===== config.mk =====
export PLATFORM = sky130hd
export DESIGN_NAME = hot_addr_pull
export DESIGN_NICKNAME = d
export VERILOG_FILES = /design/src/rtl/hot_addr_pull.sv
export SDC_FILE = /design/constraint.sdc
export NUM_CORES = 1
export LEC_CHECK = 0
export BUFFER_PORTS_ARGS = -buffer_cell sky130_fd_sc_hd__buf_2
export CAP_MARGIN = 20
export CELL_PAD_IN_SITES_DETAIL_PLACEMENT = 1
export CELL_PAD_IN_SITES_GLOBAL_PLACEMENT = 2
export CORE_AREA = 2 2 314 316
export CTS_CLUSTER_SIZE = 25
export DETAILED_ROUTE_END_ITERATION = 8
export DIE_AREA = 0 0 316 318
export PLACE_DENSITY = 0.88
export SLEW_MARGIN = 15
export SYNTH_ARGS = -nofsm -noshare
export SYNTH_HDL_FRONTEND = slang
export SYNTH_SLANG_ARGS = --single-unit
export TNS_END_PERCENT = 50

===== constraint.sdc =====
create_clock -name axi4_mm_clk -period 5.37 [get_ports axi4_mm_clk]
set_input_delay 1.074 -clock axi4_mm_clk [delete_from_list [all_inputs] [get_ports axi4_mm_clk]]
set_output_delay 1.074 -clock axi4_mm_clk [all_outputs]
set_load 0.02 [all_outputs]

===== src/rtl/hot_addr_pull.sv =====
// Host-memory hot-page ring reader: polls 64B lines over AXI4, accepts a line only when
// every entry carries the expected phase bit, and streams the nonzero PFNs out.
module hot_addr_pull #(
  parameter int unsigned RING_SIZE = 65536,
  parameter int unsigned POLL_GAP  = 64,
  parameter logic [11:0] AXI_ID    = 12'h000
) (
  input  logic         axi4_mm_clk,
  input  logic         axi4_mm_rst_n,
  input  logic         enable,
  input  logic [63:0]  ring_base,
  input  logic [5:0]   csr_aruser,
  output logic [11:0]  hapl_arid,
  output logic [63:0]  hapl_araddr,
  output logic [5:0]   hapl_aruser,
  output logic         hapl_arvalid,
  input  logic         hapl_arready,
  input  logic [11:0]  hapl_rid,
  input  logic [511:0] hapl_rdata,
  input  logic [1:0]   hapl_rresp,
  input  logic         hapl_rlast,
  input  logic         hapl_rvalid,
  output logic         hapl_rready,
  output logic         pfn_valid,
  output logic [30:0]  pfn,
  input  logic         pfn_ready,
  output logic [63:0]  consumed_count,
  output logic [15:0]  rd_err_cnt
);

  localparam int unsigned ADDR_W    = 64;
  localparam int unsigned LINE_W    = 512;
  localparam int unsigned PFN_W     = 31;
  localparam int unsigned ENTRIES   = 16;
  localparam int unsigned IDX_W     = 4;
  localparam int unsigned ERR_W     = 16;
  localparam int unsigned USER_W    = 6;
  localparam int unsigned NUM_LINES = RING_SIZE / 64;
  localparam int unsigned OFF_W     = (NUM_LINES > 1) ? $clog2(NUM_LINES) : 1;
  localparam int unsigned GAP_W     = (POLL_GAP > 1) ? $clog2(POLL_GAP) : 1;

  typedef enum logic [2:0] {
    ST_IDLE    = 3'd0,
    ST_AR      = 3'd1,
    ST_R       = 3'd2,
    ST_CHECK   = 3'd3,
    ST_DRAIN   = 3'd4,
    ST_BACKOFF = 3'd5
  } state_e;

  state_e              state_q, state_d;
  logic [ADDR_W-1:0]   araddr_q, araddr_d;
  logic [USER_W-1:0]   aruser_q, aruser_d;
  logic                arvalid_q, arvalid_d;
  logic                rready_q, rready_d;
  logic [LINE_W-1:0]   line_q, line_d;
  logic [1:0]          rresp_q, rresp_d;
  logic [OFF_W-1:0]    offset_q, offset_d;
  logic                phase_q, phase_d;
  logic [IDX_W-1:0]    idx_q, idx_d;
  logic [GAP_W-1:0]    gap_cnt_q, gap_cnt_d;
  logic                pfn_valid_q, pfn_valid_d;
  logic [PFN_W-1:0]    pfn_q, pfn_d;
  logic [63:0]         consumed_q, consumed_d;
  logic [ERR_W-1:0]    err_cnt_q, err_cnt_d;

  logic                phase_ok_c;
  logic                drain_adv_c;
  logic                line_done_c;
  logic                gap_done_c;
  logic [PFN_W-1:0]    nxt_pfn_c;
  logic                unused_rid_rlast;

  assign unused_rid_rlast = ^{hapl_rid, hapl_rlast};

  function automatic logic [PFN_W-1:0] entry_pfn(input logic [LINE_W-1:0] line,
                                                 input logic [IDX_W-1:0]  idx);
    return line[{idx, 5'd0} +: PFN_W];
  endfunction

  // Line is fresh only if every entry's bit 31 matches the expected phase.
  always_comb begin
    phase_ok_c = 1'b1;
    for (int i = 0; i < ENTRIES; i++) begin
      if (line_q[32*i + 31] != phase_q) phase_ok_c = 1'b0;
    end
  end

  assign drain_adv_c = !pfn_valid_q || pfn_ready;
  assign line_done_c = (state_q == ST_DRAIN) && drain_adv_c && (idx_q == IDX_W'(ENTRIES - 1));
  assign gap_done_c  = (gap_cnt_q == GAP_W'(POLL_GAP - 1));

  always_ff @(posedge axi4_mm_clk or negedge axi4_mm_rst_n) begin
    if (!axi4_mm_rst_n) state_q <= ST_IDLE;
    else                state_q <= state_d;
  end

  always_comb begin
    state_d = state_q;
    case (state_q)
      ST_IDLE:    if (enable && (ring_base != '0)) state_d = ST_AR;
      ST_AR:      if (hapl_arready) state_d = ST_R;
      ST_R:       if (hapl_rvalid) state_d = ST_CHECK;
      ST_CHECK:   state_d = ((rresp_q == 2'b00) && phase_ok_c) ? ST_DRAIN : ST_BACKOFF;
      ST_BACKOFF: if (gap_done_c) state_d = enable ? ST_AR : ST_IDLE;
      ST_DRAIN:   if (line_done_c) state_d = enable ? ST_AR : ST_IDLE;
      default:    state_d = ST_IDLE;
    endcase
  end

  always_comb begin
    araddr_d    = araddr_q;
    aruser_d    = aruser_q;
    arvalid_d   = (state_d == ST_AR);
    rready_d    = (state_d == ST_R);
    line_d      = line_q;
    rresp_d     = rresp_q;
    offset_d    = offset_q;
    phase_d     = phase_q;
    idx_d       = idx_q;
    gap_cnt_d   = gap_cnt_q;
    pfn_valid_d = pfn_valid_q;
    pfn_d       = pfn_q;
    consumed_d  = consumed_q;
    err_cnt_d   = err_cnt_q;
    nxt_pfn_c   = entry_pfn(line_q, idx_q + IDX_W'(1));

    case (state_q)
      ST_R: begin
        if (hapl_rvalid) begin
          line_d  = hapl_rdata;
          rresp_d = hapl_rresp;
        end
      end
      ST_CHECK: begin
        gap_cnt_d = '0;
        if (rresp_q != 2'b00) begin
          if (err_cnt_q != '1) err_cnt_d = err_cnt_q + ERR_W'(1);
        end else if (phase_ok_c) begin
          idx_d       = '0;
          pfn_d       = entry_pfn(line_q, '0);
          pfn_valid_d = (entry_pfn(line_q, '0) != '0);
        end
      end
      ST_BACKOFF: gap_cnt_d = gap_cnt_q + GAP_W'(1);
      ST_DRAIN: begin
        // Zero entries still take one cycle with pfn_valid low.
        if (drain_adv_c) begin
          if (idx_q == IDX_W'(ENTRIES - 1)) begin
            pfn_valid_d = 1'b0;
            offset_d    = (offset_q == OFF_W'(NUM_LINES - 1)) ? '0 : offset_q + OFF_W'(1);
            phase_d     = ~phase_q;
            consumed_d  = consumed_q + 64'd1;
          end else begin
            idx_d       = idx_q + IDX_W'(1);
            pfn_d       = nxt_pfn_c;
            pfn_valid_d = (nxt_pfn_c != '0);
          end
        end
      end
      default: ;
    endcase

    // Address and user are latched on AR entry and held until the handshake.
    if ((state_d == ST_AR) && (state_q != ST_AR)) begin
      araddr_d = ring_base + (ADDR_W'(offset_d) << 6);
      aruser_d = csr_aruser;
    end
  end

  always_ff @(posedge axi4_mm_clk or negedge axi4_mm_rst_n) begin
    if (!axi4_mm_rst_n) begin
      araddr_q    <= '0;
      aruser_q    <= '0;
      arvalid_q   <= 1'b0;
      rready_q    <= 1'b0;
      line_q      <= '0;
      rresp_q     <= '0;
      offset_q    <= '0;
      phase_q     <= 1'b0;
      idx_q       <= '0;
      gap_cnt_q   <= '0;
      pfn_valid_q <= 1'b0;
      pfn_q       <= '0;
      consumed_q  <= '0;
      err_cnt_q   <= '0;
    end else begin
      araddr_q    <= araddr_d;
      aruser_q    <= aruser_d;
      arvalid_q   <= arvalid_d;
      rready_q    <= rready_d;
      line_q      <= line_d;
      rresp_q     <= rresp_d;
      offset_q    <= offset_d;
      phase_q     <= phase_d;
      idx_q       <= idx_d;
      gap_cnt_q   <= gap_cnt_d;
      pfn_valid_q <= pfn_valid_d;
      pfn_q       <= pfn_d;
      consumed_q  <= consumed_d;
      err_cnt_q   <= err_cnt_d;
    end
  end

  assign hapl_arid      = AXI_ID;
  assign hapl_araddr    = araddr_q;
  assign hapl_aruser    = aruser_q;
  assign hapl_arvalid   = arvalid_q;
  assign hapl_rready    = rready_q;
  assign pfn_valid      = pfn_valid_q;
  assign pfn            = pfn_q;
  assign consumed_count = consumed_q;
  assign rd_err_cnt     = err_cnt_q;

endmodule


==> metrics.txt <==
CTS Hold Bufs=0; mux share of post-synthesis cell area=roughly 30%; highest clock rate=roughly 220 MHz; Max transition margin=28.8%; reg-to-reg endpoint=hapl_araddr[38]; post-place setup slack=between 0.5 and 0.6 ns; EDFF count, synth=0; Peak VDD IR=about 0.33 mV; Post-CTS Setup Bufs=0; Internal=around 16 mW; clk root buf=clkbuf_16; HPWL Detailed=85.5 mm; arrival time worst endpoint=between 5 and 6 ns; TritonCTS clock tree=done; Die Y=318 um; drt wl/cell=25.1 um; CP Max Fanout=17; Max Slew Vio Count=0; Synth area leader=dfrtp_1; clk buf depth=3; Yosys reg bits=just over 700; die area=100000 sq um; sequential power share=roughly two fifths; Area Overhead vs Synth=25.8%; GRT overflow=0; R2R Setup Slk=around 0.81 ns; Logic pwr share=roughly a third; Synth Flop Type=dfrtp_1; final period utilization=84.9%; H-Tree Depth=3; reg2reg start=idx_q[0]; adder and majority gate portion of the synthesized area=0.619%; I/O pin cnt=around 800; GRT Total Usage=22.8%; WP data required=between 5 and 6 ns; Hold WS=roughly 0.45 ns; 1st-pass router iterations=4; largest net degree at the start of global routing=between 150 and 200; fin nets=between 3000 and 4000; global placement routability congestion=just under 0.9; final wirelength=approximately 110 mm; first-pass GRT wire length=172 mm; count leader, synth=dfrtp_1; max cap viols=0; Yosys cell types=60; worst min path class=input pin to async pin; top area cells in the synthesized netlist=dfrtp_1 (54%), mux2_2 (19%), mux4_2 (8.4%); top cells by count, synth=dfrtp_1 (722), mux2_2 (580), nand2_1 (131), mux4_2 (125), clkbuf_1 (89); Hold Vio Cnt, Final=0; worst skew pair latency=about 0.65 ns; final setup margin=about 0.81 ns; routed vias=around 24000; post-synthesis sequential area ratio=between 50 and 60%; leakage=18.8 nW; synthesized instance count=~2400; antenna viol nets, final=0; critical path class=flip-flop to flip-flop; clk_skew=0.0380 ns; status=complete, no violations; largest family of logic cells by synthesized area=multiplexers; DR DRC count=0; Tmin final=~4.6 ns; Core Rows=115; mapped cell area=roughly 34000 sq um; Net Sw Frac=about a third; async set-reset flop share out of synthesis=between 90% and 100%; Synth top area share=between 50% and 60%; fillcell total=10300; initial antenna violation count=70; port buffer count=773; Sinks on Clock Net=722; Initial Utilization=34.5%; Core ar.=about 97000 sq um; share of layout cells above drive strength 1=~52%; post-CTS sizing=0; Clock Power Share=a little over a quarter; die width=316 um; final setup fails=0; pwr dens=approximately 560 nW/um^2; CP endpoint kind=flip-flop; simple-gate area share of the yosys netlist=about 6.8%; xor-xnor portion of the synthesized cell area=under 10%; RSZ-0062 raised after global routing=no; Syn. warnings=0; Clk pin slew, worst setup/hold paths=~0.06 ns; vias in the first global route=about 26000; worst r2r path cells=17; Synth Area in Compound Gates=between 2 and 3%; Setup crit start kind=flip-flop; drt initial violations=1124; drt via density=just over 5; Psw=between 7 and 8 mW; Worst Max-Slew Pin Slew=between 1 and 1.5 ns; post-synthesis area per instance=13.9 sq um; CTS buffer count=85; final setup TNS=0 ns
==> metal layers <==
layer | GRT usage, % | part of all wire [%]
met1 | 24.9 | 37
met2 | 40.6 | 52
met3 | 7.74 | 7.9
met4 | 8.32 | 3.1
met5 | 0 | 0.42
==> final cells by class <==
type | instances | area, sq um | area share, %
Antenna cell | 34 | 85.1 | 0.201
Clock buffer | 122 | 2530 | 5.99
Clock inverter | 35 | 598 | 1.42
Inverter | 24 | 90.1 | 0.213
Multi-Input combinational cell | 1542 | 14800 | 35.2
Sequential cell | 722 | 18100 | 42.8
Tap cell | 1287 | 1610 | 3.81
Timing Repair Buffer | 822 | 4400 | 10.4
==> flip-flops by register name, indices dropped and copies added (netlist names) <==
name / count
idx_q: 4
offset_q: 10
hapl_araddr: 64
gap_cnt_q: 6
rd_err_cnt: 16
phase_q: 1
line_q: 512
hapl_rready: 1
pfn_valid: 1
rresp_q: 2
state_q: 3
pfn: 31
hapl_aruser: 6
consumed_count: 64
hapl_arvalid: 1
==> cells in the final DEF, fill, tap and decap left out, types with 7 or more instances in the layout <==
| cell | netlist | layout |
|---|---|---|
| buf_2 | 24 | 772 |
| a21oi_1 | 47 | 45 |
| o21ai_0 | 35 | 35 |
| clkbuf_8 | 0 | 22 |
| ha_1 | 15 | 14 |
| diode_2 | 0 | 34 |
| mux4_2 | 125 | 125 |
| buf_12 | 0 | 12 |
| clkbuf_16 | 0 | 87 |
| and2_1 | 7 | 7 |
| mux2_2 | 580 | 580 |
| nor4_1 | 42 | 42 |
| xor2_1 | 54 | 53 |
| conb_1 | 1 | 12 |
| nand4_1 | 44 | 44 |
| a31oi_1 | 11 | 11 |
| xnor2_1 | 86 | 84 |
| inv_1 | 24 | 24 |
| nor2_1 | 69 | 69 |
| mux2i_1 | 78 | 78 |
| clkbuf_1 | 89 | 13 |
| dfrtp_1 | 722 | 721 |
| nor3_1 | 21 | 19 |
| bufinv_16 | 0 | 13 |
| buf_4 | 14 | 37 |
| clkinv_2 | 0 | 7 |
| a211oi_1 | 15 | 15 |
| and4_1 | 10 | 10 |
| nand2_1 | 131 | 131 |
| nand3_1 | 69 | 69 |
| and3_1 | 24 | 24 |
==> power by group through the flow <==
| stage | clock, mW | sequential [mW] | combinational [mW] |
|---|---|---|---|
| after global placement | 0 | 9.22 | 7.86 |
| after global routing | 6.76 | 9.62 | 8.61 |
| final | 6.39 | 9.32 | 7.95 |
| after floorplan | 0 | 9.28 | 5.09 |
| after detailed placement | 0 | 9.39 | 8.10 |
| after CTS | 6.56 | 9.33 | 8.16 |
==> worst max-delay path: stages, from the launching register on <==
cell       delay [ns]
dfrtp_4          0.45
ha_4             0.20
nand3_1          0.20
or3_1            0.45
nor2_1           0.28
mux2_2           0.25
ha_1             0.17
inv_1            0.06
fa_1             0.40
nor2b_1          0.12
o21ai_0          0.12
a21boi_0         0.20
buf_4            0.16
o2111ai_2        0.31
buf_4            0.33
a211oi_1         0.33
xor2_1           0.10
mux2_2           0.27
==> how the worst max path moves through the flow <==
stage,startpoint,endpoint,slack (ns),cells past startpoint
final,idx_q[0],hapl_araddr[38],0.81,17
after global routing,idx_q[0],hapl_araddr[46],0.46,16
after CTS,idx_q[0],hapl_araddr[38],0.82,17
after detailed placement,pfn_ready,hapl_araddr[38],0.55,17
after global placement,pfn_ready,hapl_araddr[38],0.63,17
after floorplan,pfn_ready,hapl_araddr[46],1.04,15
==> per-stage QoR <==
| step | power (mW) | instances | area (sq um) | util (%) |
|---|---|---|---|---|
| after global placement | 17.1 | 4397 | 39000 | 40.1 |
| after CTS | 24.0 | 4554 | 42100 | 43.3 |
| after detailed placement | 17.5 | 4397 | 39000 | 40.1 |
| final | 23.7 | 4588 | 42200 | 43.3 |
| after global routing | 25.0 | 4579 | 42200 | 43.3 |
| after floorplan | 14.4 | 2434 | 33600 | - |
==> kinds of logic (layout without fill, tap and decap cells) <==
logic type      count (synthesis)  after routing
compound gates                138            138
mux                           785            785
buf+inv                       170           1003
simple gates                  451            451
xor+xnor                      140            140
other cells                     1             46
fa+ha+maj                      16             16
flops                         722            722
No activity file was read; power rests on OpenSTA's default activity.
